## src/rtl/reg_write_queue.sv

```systemverilog
// reg_write_queue: FIFO of (addr, data) writes feeding the enable-register bank.
// Define REG_WRITE_QUEUE_MERGE_EN to fold same-address pushes into the tail entry.
module reg_write_queue #(
  parameter int DEPTH  = 4,
  parameter int DATA_W = 32,
  parameter int ADDR_W = 3
) (
  input  logic                     clk,
  input  logic                     reset,
  input  logic                     wr_valid,
  output logic                     wr_ready,
  input  logic [ADDR_W-1:0]        wr_addr,
  input  logic [DATA_W-1:0]        wr_data,
  input  logic                     stall,
  output logic [(2**ADDR_W)-1:0]   en,
  output logic [DATA_W-1:0]        d_in,
  output logic [$clog2(DEPTH):0]   count,
  output logic                     busy
);

  localparam int NREG  = 2**ADDR_W;
  localparam int PTR_W = $clog2(DEPTH);
  localparam int CNT_W = PTR_W + 1;

  logic [ADDR_W-1:0] addr_q [DEPTH];
  logic [DATA_W-1:0] data_q [DEPTH];

  logic [PTR_W-1:0]  wp_q, wp_d;
  logic [PTR_W-1:0]  rp_q, rp_d;
  logic [CNT_W-1:0]  cnt_q, cnt_d;
  logic [NREG-1:0]   en_q, en_d;
  logic [DATA_W-1:0] dout_q, dout_d;

  logic push;
  logic pop;
  logic merge;
  logic alloc;

  assign wr_ready = (cnt_q != CNT_W'(DEPTH));
  assign push     = wr_valid && wr_ready;
  assign pop      = !stall && (cnt_q != '0);

`ifdef REG_WRITE_QUEUE_MERGE_EN
  logic [PTR_W-1:0] tail;
  assign tail  = wp_q - 1'b1;
  // A lone entry that is leaving this edge cannot absorb the write.
  assign merge = push && (cnt_q != '0)
              && (addr_q[tail] == wr_addr)
              && !(pop && (cnt_q == CNT_W'(1)));
`else
  assign merge = 1'b0;
`endif

  assign alloc = push && !merge;

  // Next-state: pointers, occupancy and the registered bank drive.
  always_comb begin
    wp_d   = wp_q;
    rp_d   = rp_q;
    cnt_d  = cnt_q;
    en_d   = '0;
    dout_d = dout_q;
    if (alloc) begin
      wp_d = wp_q + 1'b1;
    end
    if (pop) begin
      rp_d   = rp_q + 1'b1;
      dout_d = data_q[rp_q];
      for (int i = 0; i < NREG; i++) begin
        en_d[i] = (addr_q[rp_q] == ADDR_W'(i));
      end
    end
    if (alloc && !pop) begin
      cnt_d = cnt_q + 1'b1;
    end else if (!alloc && pop) begin
      cnt_d = cnt_q - 1'b1;
    end
  end

  // Entry storage; contents need no reset since count gates every read.
  always_ff @(posedge clk) begin
    if (alloc) begin
      addr_q[wp_q] <= wr_addr;
      data_q[wp_q] <= wr_data;
    end
`ifdef REG_WRITE_QUEUE_MERGE_EN
    else if (merge) begin
      data_q[tail] <= wr_data;
    end
`endif
  end

  // Control state with synchronous flush.
  always_ff @(posedge clk) begin
    if (reset) begin
      wp_q   <= '0;
      rp_q   <= '0;
      cnt_q  <= '0;
      en_q   <= '0;
      dout_q <= '0;
    end else begin
      wp_q   <= wp_d;
      rp_q   <= rp_d;
      cnt_q  <= cnt_d;
      en_q   <= en_d;
      dout_q <= dout_d;
    end
  end

  assign en    = en_q;
  assign d_in  = dout_q;
  assign count = cnt_q;
  assign busy  = (cnt_q != '0) || (en_q != '0);

endmodule

```

## config.mk

```make
export PLATFORM = sky130hd
export DESIGN_NAME = reg_write_queue
export DESIGN_NICKNAME = d
export VERILOG_FILES = /design/src/rtl/reg_write_queue.sv
export SDC_FILE = /design/constraint.sdc
export NUM_CORES = 1
export LEC_CHECK = 0
export ABC_AREA = 1
export CAP_MARGIN = 20
export CORE_UTILIZATION = 56
export DETAILED_ROUTE_END_ITERATION = 8
export PLACE_DENSITY = 0.75
export SYNTH_ARGS = -nofsm -noshare
export SYNTH_HDL_FRONTEND = slang
export SYNTH_SLANG_ARGS = --single-unit
```

## constraint.sdc

```tcl
create_clock -name clk -period 3.4 [get_ports clk]
set_input_delay 0.68 -clock clk [delete_from_list [all_inputs] [get_ports clk]]
set_output_delay 0.68 -clock clk [all_outputs]
set_load 0.05 [all_outputs]
```

==> results by group <==
Status
  • Run status: completed

Clock tree
  • Clock-pin slew of the registers on the worst-case setup and hold paths: ~70 ps
  • H-tree Lvls: 4
  • Clock Sink Count: 189
  • Quantity of gates resized following cts: 0
  • Hold buffer count at cts: 0
  • Cell at the root of the clock tree: sky130_fd_sc_hd__clkbuf_16
  • Clock latency on the worst-skew pair: 440 ps
  • Max Root-Sink Buffers: 2
  • Clock tree from TritonCTS: done
  • Total clock buffers created by CTS: 17
  • Post-CTS repair timing setup buffer count: 0

Worst setup path
  • Launching element type of the critical path: flip-flop
  • Critical path endpoint category: output pin
  • Worst setup path start: count[0]
  • Arr. time, crit path: 2000 ps
  • Required time at the worst-slack endpoint: 2720 ps
  • Category of the most critical setup path: flip-flop to output pin
  • Worst Path Max Fanout: 4
  • Startpoint of the lowest-slack register-to-register path: count[0]

Place
  • # port buffers: 83
  • Hpwl dp: 8720 um
  • Final weighted congestion in routability-driven placement: 0.797
  • Cell area after placement: ~0.0090 mm2

Synthesis
  • Count of distinct cell types in the synthesized netlist: 23
  • Sequential element share of the synthesized area: 0.649
  • Total nets after synthesis: 898
  • Synth Cell Area: 0.00799 mm2
  • Mean area per synthesized cell: between 9 and 10 um2
  • Yosys warning total: 0
  • Post-synth top area share: 0.526
  • Leading cell types by total area after synthesis: sky130_fd_sc_hd__edfxtp_1 (53%), sky130_fd_sc_hd__nand2_1 (13%), sky130_fd_sc_hd__dfxtp_1 (12%)
  • Synth Instances: 853
  • Post-synth top area cell: sky130_fd_sc_hd__edfxtp_1
  • Register bit count reported by yosys: 189

Die
  • Area of the die: 0.0147 mm2
  • Initial Utilization: 0.575
  • Placement row count: 43
  • Core region area: 0.0139 mm2
  • X dimension of the die: around 120 um
  • Vertical die dimension: 121 um
  • Ports placed on the boundary: 84

Drt
  • Residual DRC count: 0
  • Overall via count from detail_route: roughly 5.3k
  • Detail-routed net length per standard cell: 13.3 um
  • Average via count per standard cell: 4.75
  • First-pass iteration count of the detailed router: 4
  • Total wire length after detailed routing: between 10000 and 15000 um
  • Detailed router's first-iteration violation count: 369
  • DRT antenna net count: 0

Timing
  • Number of pins exceeding their max-slew limit in the final report: 0
  • Clock period minus final worst setup slack: 2680 ps
  • RSZ-0062 raised after global routing: no
  • Post-route fraction of the period consumed by the critical path: 0.789
  • Setup violations, final: 0
  • Final-layout worst hold slack: 514 ps
  • Worst slew pin tran: between 700 and 800 ps
  • Worst-case headroom to the max-slew limit: 0.496
  • Number of hold violations in the final report: 0
  • Skew final: 5.02 ps
  • Achievable clock frequency: ~370 MHz

Finish
  • Share of layout cells above drive strength 1: 0.0742
  • # nets final: 976
  • Finished layout cell area: 0.00954 mm2
  • Ant. Diodes: 0
  • P&R area growth vs syn: 19.4%

GRT
  • Total routing resource utilization after global routing: 0.221
  • Maximum number of pins on one net before global-route repair: 68
  • Via count of the first global-routing pass: about 5.0k
  • Antenna violations before repair: 0
  • Wire length of the first global-routing pass: 24400 um
  • Total congestion overflow: 0

Min path
  • Worst Hold Launch: d_in[12]
  • Worst min-delay path class: flip-flop to flip-flop

Pwr
  • Max rail drop VDD: about 0.43 mV
  • Cell Pwr Density: 767 mW/mm2
  • Static Leakage: 4.25 nW
  • Power consumption: 7.32 mW

Flow run
  • Max-Cap Viols: 0
-- registers in the layout (all words and copies together), names as in the netlist, named ones only --
name,cells
addr_q,12
wp_q,2
d_in,32
en,8
data_q,128
rp_q,2
count,3
-- area by class of cell --
class	instances	area, um2
clock inverter	15	126
timing repair buffer	91	941
multi-input combinational	453	1960
fill	1088	4350
sequential	189	5190
tap	180	225
clock buffer	17	425
inverter	179	672
-- critical path: stages, from the launching register on --
cell and delay, ps:
sky130_fd_sc_hd__dfxtp_1 500, sky130_fd_sc_hd__nor2_4 80, sky130_fd_sc_hd__nand2_4 90, sky130_fd_sc_hd__nor2_1 50, sky130_fd_sc_hd__nand2_1 60, sky130_fd_sc_hd__clkdlybuf4s50_1 790
-- worst paths after layout --
kind	to	slack (ps)	depth (start not counted)
hold / removal	d_in[12]	510	4
setup reg to reg	count[2]	1160	13
hold reg to reg	d_in[12]	510	4
setup / recovery	busy	720	5
-- power by group --
group / internal, mW / switching, mW
registers: 2.84 / 0.150
logic: 0.777 / 1.70
clock network: 0.957 / 0.892
-- cells by family (layout without fill, tap and decap cells) --
group | Yosys count | count (layout) | share of synthesized area
fa+ha+maj | 6 | 6 | 0.0103
buf+inv | 211 | 302 | 0.109
simple gates | 440 | 440 | 0.226
xor+xnor | 1 | 1 | 0.00110
compound gates | 6 | 6 | 0.00376
flops | 189 | 189 | 0.649
-- cells in the final DEF (no fill, tap or decap), drive strengths merged --
| master | count |
|---|---|
| nand2 | 275 |
| inv | 187 |
| edfxtp | 140 |
| nor2 | 90 |
| clkdlybuf4s50 | 83 |
| nand3 | 74 |
| dfxtp | 49 |
| clkbuf | 17 |
| buf | 8 |
| ha | 5 |
| clkinv | 4 |
| a21oi | 3 |
| clkinvlp | 3 |
| o21ai | 3 |
| nor4 | 1 |
| xor2 | 1 |
| fa | 1 |
-- Yosys cell counts --
| master | instances |
|---|---|
| sky130_fd_sc_hd__a21oi_1 | 3 |
| sky130_fd_sc_hd__buf_2 | 16 |
| sky130_fd_sc_hd__buf_4 | 7 |
| sky130_fd_sc_hd__buf_6 | 3 |
| sky130_fd_sc_hd__buf_8 | 1 |
| sky130_fd_sc_hd__clkbuf_1 | 5 |
| sky130_fd_sc_hd__dfxtp_1 | 49 |
| sky130_fd_sc_hd__edfxtp_1 | 140 |
| sky130_fd_sc_hd__fa_1 | 1 |
| sky130_fd_sc_hd__ha_1 | 5 |
| sky130_fd_sc_hd__inv_1 | 171 |
| sky130_fd_sc_hd__inv_2 | 8 |
| sky130_fd_sc_hd__nand2_1 | 271 |
| sky130_fd_sc_hd__nand2_2 | 2 |
| sky130_fd_sc_hd__nand2_4 | 2 |
| sky130_fd_sc_hd__nand3_1 | 74 |
| sky130_fd_sc_hd__nor2_1 | 78 |
| sky130_fd_sc_hd__nor2_2 | 10 |
| sky130_fd_sc_hd__nor2_4 | 2 |
| sky130_fd_sc_hd__nor4_1 | 1 |
| sky130_fd_sc_hd__o21ai_0 | 1 |
| sky130_fd_sc_hd__o21ai_1 | 2 |
| sky130_fd_sc_hd__xor2_1 | 1 |
-- through the flow --
stage / utilization / instances / setup TNS (ps) / setup WS, ps
after floorplan: - / 853 / -3740 / -26.7
after global placement: 0.646 / 1091 / 0 / 741
after detailed placement: 0.647 / 1092 / 0 / 690
after CTS: 0.687 / 1124 / 0 / 685
after global routing: 0.687 / 1124 / 0 / 638
final: 0.687 / 1124 / 0 / 719
-- metal layers --
metal,global-route usage,wire length [um]
met3,0.0423,786
met1,0.272,6300
met2,0.381,7540
met5,0,0
met4,0.0934,272
No activity file was read; power rests on OpenSTA's default activity.
